## src/rtl/sr_latch_driver.sv

```systemverilog
// sr_latch_driver: debounced pushbuttons to clean, mutually exclusive S/R pulses for a NOR SR latch
module sr_latch_driver #(
  parameter int DEBOUNCE_CYCLES = 4,
  parameter int PULSE_CYCLES    = 2,
  parameter int CNT_W           = 8
) (
  input  logic clk,
  input  logic reset,
  input  logic set_btn,
  input  logic reset_btn,
  output logic S,
  output logic R,
  output logic busy,
  output logic conflict,
  output logic Q_model
);
  typedef enum logic [1:0] {IDLE, DRIVE_S, DRIVE_R, GAP} state_t;
  logic [1:0] btn, req;
  state_t state_q, state_d;
  logic [3:0] pcnt_q, pcnt_d;
  logic set_pend_q, set_pend_d, rst_pend_q, rst_pend_d;
  logic conflict_q, conflict_d, q_q, q_d;
  logic set_any, rst_any;
  assign btn = {reset_btn, set_btn};
  for (genvar c = 0; c < 2; c++) begin : g_ch
    logic s1_q, s2_q, deb_q, prev_q;
    logic [CNT_W-1:0] cnt_q;
    logic hit;
    assign hit = (cnt_q + CNT_W'(1)) == CNT_W'(DEBOUNCE_CYCLES);
    // sync the raw button, debounce the synced level, keep last level for edge detect
    always_ff @(posedge clk) begin
      if (reset) begin
        s1_q   <= 1'b0;
        s2_q   <= 1'b0;
        deb_q  <= 1'b0;
        prev_q <= 1'b0;
        cnt_q  <= '0;
      end else begin
        s1_q   <= btn[c];
        s2_q   <= s1_q;
        prev_q <= deb_q;
        if (s2_q == deb_q) begin
          cnt_q <= '0;
        end else if (hit) begin
          deb_q <= s2_q;
          cnt_q <= '0;
        end else begin
          cnt_q <= cnt_q + CNT_W'(1);
        end
      end
    end
    assign req[c] = deb_q & ~prev_q;
  end
  // a fresh request is seen in IDLE the same cycle it appears, so no extra pending-flag latency
  assign set_any = set_pend_q | req[0];
  assign rst_any = rst_pend_q | req[1];
  // pulse sequencing, request merging and conflict discard
  always_comb begin
    state_d    = state_q;
    pcnt_d     = pcnt_q;
    set_pend_d = set_any;
    rst_pend_d = rst_any;
    conflict_d = 1'b0;
    case (state_q)
      IDLE: begin
        set_pend_d = 1'b0;
        rst_pend_d = 1'b0;
        conflict_d = set_any & rst_any;
        pcnt_d     = 4'(PULSE_CYCLES - 1);
        state_d    = conflict_d ? IDLE : set_any ? DRIVE_S : rst_any ? DRIVE_R : IDLE;
      end
      DRIVE_S, DRIVE_R: begin
        pcnt_d  = pcnt_q - 4'd1;
        state_d = (pcnt_q == 4'd0) ? GAP : state_q;
      end
      default: state_d = IDLE;
    endcase
  end
  assign q_d = (state_d == DRIVE_S) ? 1'b1 : (state_d == DRIVE_R) ? 1'b0 : q_q;
  // state, counters, pending flags and shadow latch state
  always_ff @(posedge clk) begin
    if (reset) begin
      state_q    <= IDLE;
      pcnt_q     <= '0;
      set_pend_q <= 1'b0;
      rst_pend_q <= 1'b0;
      conflict_q <= 1'b0;
      q_q        <= 1'b0;
    end else begin
      state_q    <= state_d;
      pcnt_q     <= pcnt_d;
      set_pend_q <= set_pend_d;
      rst_pend_q <= rst_pend_d;
      conflict_q <= conflict_d;
      q_q        <= q_d;
    end
  end
  assign S        = state_q == DRIVE_S;
  assign R        = state_q == DRIVE_R;
  assign busy     = state_q != IDLE;
  assign conflict = conflict_q;
  assign Q_model  = q_q;
endmodule

```

## config.mk

```make
export PLATFORM = sky130hd
export DESIGN_NAME = sr_latch_driver
export DESIGN_NICKNAME = d
export VERILOG_FILES = /design/src/rtl/sr_latch_driver.sv
export SDC_FILE = /design/constraint.sdc
export NUM_CORES = 1
export LEC_CHECK = 0
export ABC_CLOCK_PERIOD_IN_PS = 1830
export CAP_MARGIN = 30
export CORE_UTILIZATION = 57
export CTS_BUF_LIST = sky130_fd_sc_hd__clkbuf_16
export DETAILED_ROUTE_END_ITERATION = 8
export GPL_TIMING_DRIVEN = 0
export PLACE_DENSITY = 0.85
export RECOVER_POWER = 100
export SLEW_MARGIN = 20
export SYNTH_ARGS = -nofsm -noshare
export SYNTH_HDL_FRONTEND = slang
export SYNTH_SLANG_ARGS = --single-unit
```

## constraint.sdc

```tcl
create_clock -name clk -period 1.83 [get_ports clk]
set_input_delay 0.366 -clock clk [delete_from_list [all_inputs] [get_ports clk]]
set_output_delay 0.366 -clock clk [all_outputs]
set_load 0.02 [all_outputs]
```

After elaboration in Yosys (flattened, before gate mapping)
Index checks and enable logic that the tools add are counted. W data, S select, Z words.

Input port bits: 4. Bits in registers: 34. Logic and storage cells: 57. Output and inout port bits: 5.

Equal/unequal tests: 8. $add $sub $neg: 3. Reduce and logical (&&, ||, !) cells: 12. Bitwise gates (word level): 10. Multiplexer cells: 8.

Operators by type and width (number): $add A8 B1 Y8 const B (2); $eq A8 B3 Y1 const B (2); $mux W2 (4); $pmux W4 S2 (1); $reduce_bool A2 Y1 (3); $reduce_or A2 Y1 (3); $reduce_or A3 Y1 (2); $not A1 Y1 (5); $eq A2 B1 Y1 const B (2); $eq A2 B2 Y1 const B (2); $logic_not A4 Y1 (1); $pmux W2 S2 (1); $reduce_and A2 Y1 (2); $sub A4 B1 Y4 const B (1); $and A1 B1 Y1 (3); $eq A1 B1 Y1 (2); $logic_not A2 Y1 (1); $mux W1 (2); $or A1 B1 Y1 (2).

Depth between registers and ports, before layout
Gate-level depths: netlist (run 1).

Depth after elaboration: 10. Depth in mapped cells: 8. Mapped depth without buffers: 8.

Worst setup path after synthesis (run 1)
OpenSTA, ideal clock, no wires.

Path kind: register to register. From: register state_q[0]. To: register q_q (netlist: Q_model). Path slack: 203 ps. Buffers on the path: 0. Stages on the path, launching flop included: 8. Required time: 1702 ps. Data arrival time: 1500 ps. Setup time: 128 ps. Path through: dfxtp_1 > inv_1 > ha_1 > o21ai_0 > a21o_1 > ha_1 > mux2i_1 > nor2_1.

Cells in the longest elaborated chain, start to end: 5. Elaborated cells between the ends (all ways): 10. Those cells by class: 4 x eq/ne; 3 x mux; 3 x reduce/logical.

RTL lines: start: declaration (line 19) `state_t state_q, state_d;`; start signal: assignment (line 90) `state_q <= state_d;`; $eq A2 B2 Y1 or $eq A2 B1 Y1 (tied branches) (line 64) `case (state_q)`; $reduce_or A2 Y1 (line 64); $pmux W2 S2 * (line 64); $eq A2 B1 Y1 or $eq A2 B2 Y1 (tied branches) (line 79) `assign q_d = (state_d == DRIVE_S) ? 1'b1 : (state_d == DRIVE_R) ? 1'b0 : q_q;`; $mux W1 or $reduce_bool A2 Y1 (tied branches); end signal: assignment (line 95) `q_q <= q_d;`; end: declaration (line 22) `logic conflict_q, conflict_d, q_q, q_d;`.

Mark *: on every way between the ends. The rest lies on a longest branch, timed or not. A chain may end at the register's enable or synchronous reset.

Worst setup path in the final report (run 1)
From: register state_q[1]. To: register q_q (netlist: Q_model).

The elaborated chain is that of the path after synthesis.

==> results of run 1 <==
[timing repair]
item,4_1_cts,5_1_grt
hold buffers,0,0
endpoints found under the setup margin,2,3
buffers inserted,0,0
resized for setup,2,6
[state kept, by name (all words and copies together), names as in the netlist]
name,flops
Q_model,1
conflict,1
g_ch.cnt_q,16
g_ch.deb_q,2
g_ch.prev_q,2
g_ch.s1_q,2
g_ch.s2_q,2
pcnt_q,4
rst_pend_q,1
set_pend_q,1
state_q,2
[critical path: cells and delay by family, from the launching register on]
kind / cells / cell delay (ps)
fa+ha+maj: 2 / 600
flops: 1 / 370
compound gates: 2 / 280
mux: 1 / 180
buf+inv: 1 / 110
simple gates: 1 / 50
[stage by stage]
step,worst slack (ps),instance area (sq um),hold slack (ps),power [mW]
after global placement,-7.82,1600,424,0.804
after CTS,14.5,1730,464,1.57
final,119,1730,457,1.56
after floorplan,203,1480,414,0.793
after detailed placement,-66.5,1600,442,0.807
after global routing,10.6,1730,485,1.61
[where the power goes]
part	switching [mW]	internal, mW	total [mW]
combinational	0.0193	0.0179	0.0373
clock	0.277	0.490	0.768
sequential	0.00508	0.749	0.754
total	0.302	1.26	1.56
[routing by layer]
metal | wire length (microns) | share of wire [%]
met5 | 0 | 0
met4 | 13 | 0.49
met3 | 126 | 4.7
met2 | 1420 | 53
met1 | 1130 | 42
[logic make-up after synthesis]
family / share of synthesized area [%]
buffers and inverters: 3.56
adders and majority gates: 7.62
xor gates and xnor gates: 8.89
DFF: 46.1
muxes: 2.12
and+or+nand+nor: 24.9
AOI/OAI and AO/OA: 6.86
[cell type report]
type	instances	share of cell area (%)
Buffer	4	0.939
Clock buffer	5	7.23
Clock inverter	3	0.723
Inverter	8	1.73
Multi-Input combinational cell	109	43.6
Sequential cell	34	39.5
Tap cell	30	2.17
Timing Repair Buffer	8	4.12
[worst max-delay path by stage]
stage / endpoint / slack (ps) / cells past startpoint
2_1_floorplan: Q_model / 200 / 7
3_3_place_gp: conflict / -8 / 4
3_5_place_dp: g_ch[0].cnt_q[0] / -70 / 5
4_1_cts: Q_model / 10 / 7
5_1_grt: Q_model / 10 / 8
6_report: Q_model / 120 / 7
[cells in the final DEF, fill, tap and decap left out, types with 4 or more instances in the layout]
cell type,count
nor2b_1,9
nand3_1,6
nor3_1,4
a21oi_1,7
ha_1,8
clkbuf_1,4
xnor2_1,7
inv_1,9
xor2_1,8
clkbuf_16,5
dfxtp_1,32
nor2_1,20
nand2_1,4
==> results.txt, run 1 <==
status: finished, final reports clean
WS Path Type: reg -> reg
Root Driver: clkbuf_16
first-pass GRT wire length: 4.30 mm
area grow syn2layout: 17.2%
max_slew headroom: 69.3%
Cells after Synth: 155
Area contributors post-synth: dfxtp_1 46%, ha_1 7.6%, nor2_1 5.1%
non-filler instance count after layout: 201
layout cells sized above 1: 10.5%
end of the worst register-to-register path: Q_model
PortBufs: 8
most numerous cell in the Yosys netlist: dfxtp_1
met1 global-route usage: 23.1%
worst hold endpoint: g_ch[1].cnt_q[0]
DRT Pass-1 Iters: 4
most frequent cells after synthesis: 34 x dfxtp_1, 20 x nor2_1, 9 x ha_1, 9 x nor2b_1
Synth top area share: 46.1%
fmax: 0.584 GHz
Seq. cell area: 683 sq um
setup TNS: 0 ps
cts bufs inserted: 5
wire per inst: 13.3 microns
CORE AREA: 0.00245 sq mm
RR Startpoint: state_q[1]
M2 GR Usage: 39.5%
cell count after placement: 193
minimum clock period: 1710 ps
Final HPWL DP: 1.88 mm
cells on worst reg2reg path: 7
Max H-tree Level: 2
arrival time worst endpoint: 1860 ps
Post-Syn Area: 0.00148 sq mm
Async SR Flop Fraction: 0%
Yosys reg bits: 34
largest stage delay on the critical path: 370 ps
slowest CP cell: dfxtp_1
final WL: 2.68 mm
crit path launch type: flop
hold path depth: 1
final hold violation count: 0
Synth Flop Type: dfxtp_1
period utilization: 93.5%
Worst Hold Class: reg -> reg
GR Overflow Total: 0
initial DRC count: 10
initial antenna violation count: 0
syn_nets: 168
Synth area leader: dfxtp_1
max-cap violations: 0
CTS tree: done
RD Place Congestion: 0.728
DRC Markers: 0
RSZ-0062 raised after global routing: no
Global Route Usage Sum: 22.2%
EDFF count, synth: 0
DR vias: 1,065
Critical Path RT: 1970 ps
ANT nets after route: 0
# diodes: 0
gr busiest metal: met2
FF-to-FF setup slack: 120 ps
Die H: 52.9 microns
Avg Cell Area, Syn: 9.53 sq um
worst vdd ir: 0.887 mV
Slew @ Worst Pin: 460 ps
Lkg Pwr: 0.698 nW
final setup violation count: 0
Yosys warning total: 0
# IOs: 9
cell chain of the critical path: inv_1 -> ha_4 -> o21ai_0 -> a21o_1 -> ha_1 -> mux2i_1 -> nor2_1
DR vias/cell: 5.30
Row Count: 18
Multi-input gate area: 756 sq um
Crit. End Element: flop
library cells used by synthesis: 36
fillers: 175
clk slew on worst S/H paths: 50 ps
vias in the first global route: 1,035
skew final: 3.95 ps
hold path start: g_ch[1].cnt_q[0]
clock sinks: 34
Die Footprint: 0.00280 sq mm
Clock Path Buffers: 2
final core area utilization: 70.5%
largest net degree at the start of global routing: 11
met3 GRT Util: 8.62%
Starting Density: 60.2%
crit path launch: state_q[1]
highest net fanout along the worst path: 6
Die X: 52.9 microns
Seq/Total Area, Yosys: 46.1%
Slew Limit Fails: 0
worst-skew pair later-pin latency: 270 ps
power per standard cell area: 900 mW/mm^2
Final #Nets: 183
No activity file was read; power rests on OpenSTA's default activity.
==> inputs of run 2 (changes only) <==
--- a/config.mk
+++ b/config.mk
@@ -5,13 +5,14 @@
 export SDC_FILE = /design/constraint.sdc
 export NUM_CORES = 1
 export LEC_CHECK = 0
+export ABC_AREA = 1
 export ABC_CLOCK_PERIOD_IN_PS = 1830
 export CAP_MARGIN = 30
-export CORE_UTILIZATION = 57
+export CORE_UTILIZATION = 58
 export CTS_BUF_LIST = sky130_fd_sc_hd__clkbuf_16
 export DETAILED_ROUTE_END_ITERATION = 8
 export GPL_TIMING_DRIVEN = 0
-export PLACE_DENSITY = 0.85
+export PLACE_DENSITY = 0.86
 export RECOVER_POWER = 100
 export SLEW_MARGIN = 20
 export SYNTH_ARGS = -nofsm -noshare
==> results.txt, run 2 <==
PortBufs: 8
initial antenna violation count: 0
DR vias: 1,334
clk slew on worst S/H paths: 60 ps
Avg Cell Area, Syn: 7.62 sq um
Die H: 54.3 microns
Synth Area in XOR/XNOR: 1.66%
library cells used by synthesis: 30
DRT Pass-1 Iters: 4
Post-Syn Area: 0.00159 sq mm
EDFF count, synth: 0
cells on worst reg2reg path: 8
final setup violation count: 0
crit path launch type: flop
cell count after placement: 246
DR vias/cell: 5.23
Root Driver: clkbuf_16
area grow syn2layout: 17.2%
Seq/Total Area, Yosys: 42.9%
hold path depth: 2
Lkg Pwr: 0.742 nW
most frequent cells in the layout: 39 x nor2_1, 34 x inv_1, 32 x dfxtp_1
wire per inst: 12.2 microns
final WL: 3.11 mm
most numerous cell in the Yosys netlist: nor2_1
final core area utilization: 73.7%
max-cap violations: 0
CTS tree: done
status: finished, final reports clean
# IOs: 9
non-filler instance count after layout: 255
final worst slack: 61.3 ps
largest net degree at the start of global routing: 12
Starting Density: 62.8%
minimum clock period: 1770 ps
cts bufs inserted: 5
Clock Path Buffers: 2
arrival time worst endpoint: 1940 ps
vias in the first global route: 1,215
syn_nets: 221
RD Place Congestion: 0.737
Die X: 54.3 microns
RSZ-0062 raised after global routing: no
worst-skew pair later-pin latency: 280 ps
commonest non-fill, non-tap cell in the layout: nor2_1
WS Path Type: reg -> reg
Yosys reg bits: 34
Min Hold Slack: 400 ps
Final #Nets: 237
max_slew headroom: 73.8%
mux cell area share after synthesis: 0%
worst vdd ir: 0.844 mV
GR Overflow Total: 0
final hold violation count: 0
Row Count: 18
Global Route Usage Sum: 24.4%
Async SR Flop Fraction: 0%
clock sinks: 34
DRC Markers: 0
Synth top area share: 42.9%
Crit. End Element: flop
main combinational cell family by area after synthesis: simple AND/OR/NAND/NOR gates
first-pass GRT wire length: 4.88 mm
compound-cell area share of the yosys netlist: 7.10%
layout cells sized above 1: 13.3%
highest net fanout along the worst path: 4
most frequent cells after synthesis: 37 x nor2_1, 35 x inv_1, 34 x dfxtp_1
Simple-Gate Fraction of Synth Area: 32.4%
max FFs per register: 16
Yosys warning total: 0
biggest regs: g_ch.cnt_q x16, pcnt_q x4
Cells after Synth: 208
ANT nets after route: 0
# diodes: 0
Synth area leader: dfxtp_1
pre-CTS worst setup slack: 39.1 ps
Max H-tree Level: 2
skew final: 7.16 ps
area share of fa/ha/maj cells after synthesis: 7.10%
Pwr Total: 1.60 mW
Slew Limit Fails: 0
Worst Hold Class: reg -> reg
Critical Path RT: 2000 ps
CORE AREA: 0.00252 sq mm
initial DRC count: 34
fmax: 0.565 GHz
period utilization: 96.6%
Reg with most FFs: g_ch.cnt_q
Die Footprint: 0.00295 sq mm
power per standard cell area: 860 mW/mm^2
CTS Hold Bufs: 0
Area contributors post-synth: dfxtp_1 43%, nor2_1 8.8%, inv_1 8.3%
Slew @ Worst Pin: 390 ps
Synth Flop Type: dfxtp_1
Final HPWL DP: 1.93 mm
[run 2: where the power goes]
| part | switching (mW) | leakage [nW] | internal [mW] |
|---|---|---|---|
| registers | 0.00432 | 0.276 | 0.747 |
| logic | 0.0198 | 0.399 | 0.0153 |
| clock network | 0.314 | 0.0672 | 0.496 |
[run 2: area by class of cell]
class                           instances  area, sq um
Buffer                                  1         3.75
Inverter                               36          135
Tap cell                               30         37.5
Timing Repair Buffer                    9         78.8
Clock inverter                          3         16.3
Clock buffer                            5          125
Fill cell                             190          664
Sequential cell                        34          683
Multi-Input combinational cell        137          778
[run 2: path summary, 6_finish.rpt]
path	from	to	slack (ps)
setup / recovery	state_q[0]	Q_model	60
hold / removal	g_ch[1].s1_q	g_ch[1].s2_q	400
setup reg to reg	state_q[0]	Q_model	60
hold reg to reg	g_ch[1].s1_q	g_ch[1].s2_q	400
[run 2: what timing repair did]
| action | CTS | global route |
|---|---|---|
| setup buffers | 0 | 1 |
| pin swaps | 0 | 1 |
| endpoints found under the setup margin | 4 | 2 |
| resized for setup | 5 | 11 |
[run 2: critical path: stages, from the launching register on]
cell,delay [ps]
dfxtp_2,340
inv_1,90
ha_2,220
inv_1,90
o31ai_2,260
nand2_1,110
ha_1,320
o21ai_1,160
a21oi_1,60
[run 2: kinds of logic after synthesis]
family                   after synthesis
XOR/XNOR                               3
flip-flops                            34
AND/OR/NAND/NOR                      105
AO/OA/AOI/OAI                         20
buffers and inverters                 37
adder cells (fa/ha/maj)                9
[run 2: routing by layer]
layer	part of all wire, %	track usage, %
met5	0	0
met4	2.6	17.5
met1	43	24.1
met2	50	41.9
met3	4.2	8.89
[run 2: stage by stage]
| step | setup TNS [ps] | area [sq um] |
|---|---|---|
| finish | 0 | 1860 |
| global route | 0 | 1860 |
| CTS | -6.71 | 1850 |
| detailed placement | 0 | 1700 |
| global placement | 0 | 1700 |
| floorplan | 0 | 1590 |
==> inputs of run 3 (changes only) <==
--- a/config.mk
+++ b/config.mk
@@ -8,8 +8,10 @@
 export ABC_AREA = 1
 export ABC_CLOCK_PERIOD_IN_PS = 1830
 export CAP_MARGIN = 30
+export CORE_ASPECT_RATIO = 0.7
 export CORE_UTILIZATION = 58
 export CTS_BUF_LIST = sky130_fd_sc_hd__clkbuf_16
+export CTS_CLUSTER_SIZE = 25
 export DETAILED_ROUTE_END_ITERATION = 8
 export GPL_TIMING_DRIVEN = 0
 export PLACE_DENSITY = 0.86
==> results.txt, run 3 (synthesis results as in run 2) <==
Slew @ Worst Pin: 445 ps
# IOs: 9
Max H-tree Level: 2
PortBufs: 8
cts bufs inserted: 5
vias in the first global route: 1,077
Finished Cell Area: 0.00184 sq mm
skew final: 4.72 ps
setup TNS: 0 ps
minimum clock period: 1780 ps
Critical Path RT: 1460 ps
non-filler instance count after layout: 256
worst-skew pair later-pin latency: 270 ps
power per standard cell area: 828 mW/mm^2
Die Footprint: 0.00295 sq mm
Multi-input gate area: 773 sq um
DR vias/cell: 4.87
clk slew on worst S/H paths: 50 ps
cell count after placement: 250
layout cells sized above 1: 10.4%
Row Count: 15
biggest regs: g_ch.cnt_q x16, pcnt_q x4
Final #Nets: 236
CORE AREA: 0.00253 sq mm
Global Route Usage Sum: 21.1%
Internal Power: 1.24 mW
largest net degree at the start of global routing: 11
Die X: 64.5 microns
ANT nets after route: 0
GR Overflow Total: 0
Reg with most FFs: g_ch.cnt_q
status: finished, final reports clean
share of power burned in the clock network: 48.5%
RD Place Congestion: 0.821
worst vdd ir: 0.662 mV
most frequent cells in the layout: 37 x nor2_1, 35 x inv_1, 34 x dfxtp_1
Crit path top cell by count: inv_1
Die H: 45.7 microns
final WL: 2.81 mm
Clock Path Buffers: 2
combinational share of power: 2.2%
highest net fanout along the worst path: 4
Root Driver: clkbuf_16
final hold violation count: 0
DR vias: 1,246
CTS tree: done
# diodes: 0
largest stage delay on the critical path: 390 ps
max-cap violations: 0
crit path launch type: flop
Final HPWL DP: 1.98 mm
arrival time worst endpoint: 1410 ps
WS Path Type: reg -> out
first-pass GRT wire length: 4.49 mm
Sw Ratio: 18.5%
slowest CP cell: dfxtp_1
area grow syn2layout: 16.3%
initial DRC count: 49
period utilization: 97.3%
cell chain of the critical path: inv_1 -> ha_2 -> inv_1 -> dlygate4sd2_1
Slew Limit Fails: 0
wire per inst: 11.0 microns
commonest non-fill, non-tap cell in the layout: nor2_1
sequential share of power: 49.3%
RSZ-0062 raised after global routing: yes
Worst Hold Class: reg -> reg
fillers: 202
Starting Density: 62.6%
Seq. cell area: 681 sq um
max FFs per register: 16
Post CTS Setup Buffer Count: 0
DRT Pass-1 Iters: 4
placed cell areas: 0.00171 sq mm
clock sinks: 34
Crit. End Element: output port
max_slew headroom: 70.3%
final setup violation count: 0
fmax: 0.562 GHz
initial antenna violation count: 0
Lkg Pwr: 0.745 nW
Psw: 0.283 mW
DRC Markers: 0
run 3: changes by cell type in the layout (fill, tap and decap cells not counted), moves of 2 or more:
cell | previous run | this run
dfxtp_1 | 32 | 34
nor2_1 | 39 | 37
nor2_2 | 3 | 5
clkdlybuf4s50_1 | 2 | 4
dfxtp_2 | 2 | 0
dlygate4sd3_1 | 3 | 1
run 3: timing repair:
action                     in CTS  in global routing
cloned                          0                  0
hold buffers                    0                  0
resized for setup               2                  5
setup endpoints to repair       2                  3
run 3: worst paths after layout:
path	from	end	slack [ps]	depth (start not counted)
setup / recovery	state_q[0]	busy	50	4
hold reg to reg	g_ch[0].s1_q	g_ch[0].s2_q	400	2
hold / removal	g_ch[0].s1_q	g_ch[0].s2_q	400	2
setup reg to reg	pcnt_q[0]	Q_model	130	9
run 3: layer usage:
| layer | global-route usage (%) | share of wire, % | up-vias |
|---|---|---|---|
| met3 | 10.3 | 3.8 | 5 |
| met4 | 8.00 | 0.82 | 0 |
| met1 | 25.5 | 50 | 534 |
| met5 | 0 | 0 | - |
| met2 | 33.1 | 45 | 23 |
| li1 | - | - | 684 |
run 3: layout make-up:
class                   count  area share (%)
multi-input cells         137            41.9
flip-flops and latches     34            36.9
inverters                  36            7.33
clock buffers               5            6.78
repair buffers              8            4.34
well taps                  34            2.31
clock inverters             1           0.204
plain buffers               1           0.204
run 3: through the flow:
stage	setup slack, ps	hold slack (ps)	total power, mW	util [%]
final	49.3	405	1.53	72.8
after global routing	-8.95	433	1.58	72.8
after CTS	16.6	405	1.54	72.4
after detailed placement	61.3	398	0.800	67.4
after global placement	55.6	391	0.798	67.4
after floorplan	208	388	0.787	-
run 3: critical path: cells and delay by family (launching register included):
family,cells,cell delay [ps]
adders and majority gates,1,210
buffers and inverters,3,550
DFF,1,390
run 3: power by group through the flow:
stage	combinational (mW)	sequential, mW	clock [mW]
floorplan	0.0204	0.766	0
global placement	0.0317	0.767	0
detailed placement	0.0327	0.767	0
CTS	0.0333	0.753	0.758
global route	0.0386	0.753	0.785
finish	0.0334	0.753	0.741
==> RTL change: new RTL, settings of run 1 <==
Put a register stage on the outputs `S`, `R` and `busy`, without a reset. The values now appear one clock later. The other outputs are not delayed to match.
--- a/src/rtl/sr_latch_driver.sv
+++ b/src/rtl/sr_latch_driver.sv
@@ -95,9 +95,11 @@
       q_q        <= q_d;
     end
   end
-  assign S        = state_q == DRIVE_S;
-  assign R        = state_q == DRIVE_R;
-  assign busy     = state_q != IDLE;
+  always_ff @(posedge clk) begin
+    S    <= state_q == DRIVE_S;
+    R    <= state_q == DRIVE_R;
+    busy <= state_q != IDLE;
+  end
   assign conflict = conflict_q;
   assign Q_model  = q_q;
 endmodule
Formal check against the unedited RTL: not equivalent (Yosys sat finds a counterexample within 10 cycles, from zero or initial values and one cycle with reset high).
==> RTL change against run 1 <==
- clock power rose by 6.0%
- area after synthesis rose by 2.3%
- synthesized cell count rose by 1.3%
- sequential cell count rose by 3
- setup slack got worse by 4.5 ps
- design area rose by 3.4%
- routed wire length fell by 4.1%
- global-route usage fell by 0.78 points
- power rose by 7.1%
- sequential share of layout area rose by 2.0 points
- critical path type unchanged
- largest power group is now sequential cells
==> RTL change: results (changes against run 1) <==
final wirelength 2.570 mm (-4.1%); Final Wtd Congestion 0.7337 (+0.74%); crit-path max cell delay 430 ps (+60 ps); vias in the first global route 1001 (-3.3%); CP Max Fanout 6 (unchanged); Slowest-stage cell, CP a2111oi_2; detailed-route via count 1077 (+1.1%); post_cts resized 0 (-2); largest delay contributor family on the critical path compound AO/OA/AOI/OAI gates; #MultiIn Comb 108 (-0.92%); worst r2r src g_ch[1].cnt_q[2]$_SDFF_PP0_; met2 GRT Util 34.79% (-4.7 points); Total Routing Usage GR 21.46% (-0.78 points); initial drt markers 20 (+10); Max rail drop VDD 0.0009236 V (+4.2%); start point of the critical path g_ch[1].cnt_q[2]$_SDFF_PP0_; crit path capture g_ch[1].cnt_q[4]$_SDFF_PP0_; clk cell area share 7.966% (+0.018 points); Met3 Routed Length 93 um (-26%); Worst Reg-to-Reg Cells 6 (-1); Worst EP arrival 1890 ps (+30 ps); Worst Hold Path EP g_ch[1].s2_q$_SDFF_PP0_; DPL Wire Length 1.858 mm (-1.1%); Nets 185 (+1.1%); pin slew with the least headroom to its limit 432.0 ps (-27.82 ps); run status finished, final reports clean; fillcell total 186 (+6.3%); M1 wire length 1.093 mm (-2.8%); first-pass GRT wire length 4.195 mm (-2.4%); register area 742.0 um2 (+8.6%); Worst Hold Slack 441.3 ps (-15.62 ps); Seq/Total Area, Yosys 49.01% (+2.9 points); Synth top cells by count dfxtp_1 (37), nor2_1 (23), nor2b_1 (10); Clock Skew 3.106 ps (-0.8442 ps); share of cells above drive strength 1 9.249% (-1.3 points); Net Sw Frac 20.33% (+0.97 points); Place WS -103.0 ps (-36.53 ps); syn_nets 170 (+1.2%); clock tree sinks 37 (+8.8%); Detail Route met2 WL 1.304 mm (-7.8%); Non-Clock Buffer Area Fraction 5.521% (+0.46 points); Area contributors post-synth dfxtp_1 (49%), ha_1 (7.5%), nor2_1 (5.7%), xor2_1 (4.6%), nor2b_1 (4.1%)
## RTL change: cells by family (layout without fill, tap and decap cells)
group,Yosys count,after routing,share of synthesized area [%]
AND/OR/NAND/NOR,66,66,22.93
flip-flops,37,37,49.01
AO/OA/AOI/OAI,15,15,6.622
XOR/XNOR,15,15,8.692
buffers and inverters,12,28,3.229
adder cells (fa/ha/maj),9,9,7.450
multiplexers,3,3,2.070
## RTL change: power by group through the flow
stage          Clock (W)  Combinational [W]  Sequential, W
2_1_floorplan          0          0.0000236       0.000834
3_3_place_gp           0          0.0000344       0.000835
3_5_place_dp           0          0.0000372       0.000835
4_1_cts         0.000823          0.0000372       0.000818
5_1_grt         0.000856          0.0000415       0.000819
6_report        0.000814          0.0000378       0.000818
## RTL change: through the flow
stage	cell area (um2)	util, %	instances
floorplan	1511	-	157
global placement	1629	65.17	195
detailed placement	1629	65.17	195
CTS	1772	70.87	203
global route	1790	71.62	203
finish	1790	71.62	203
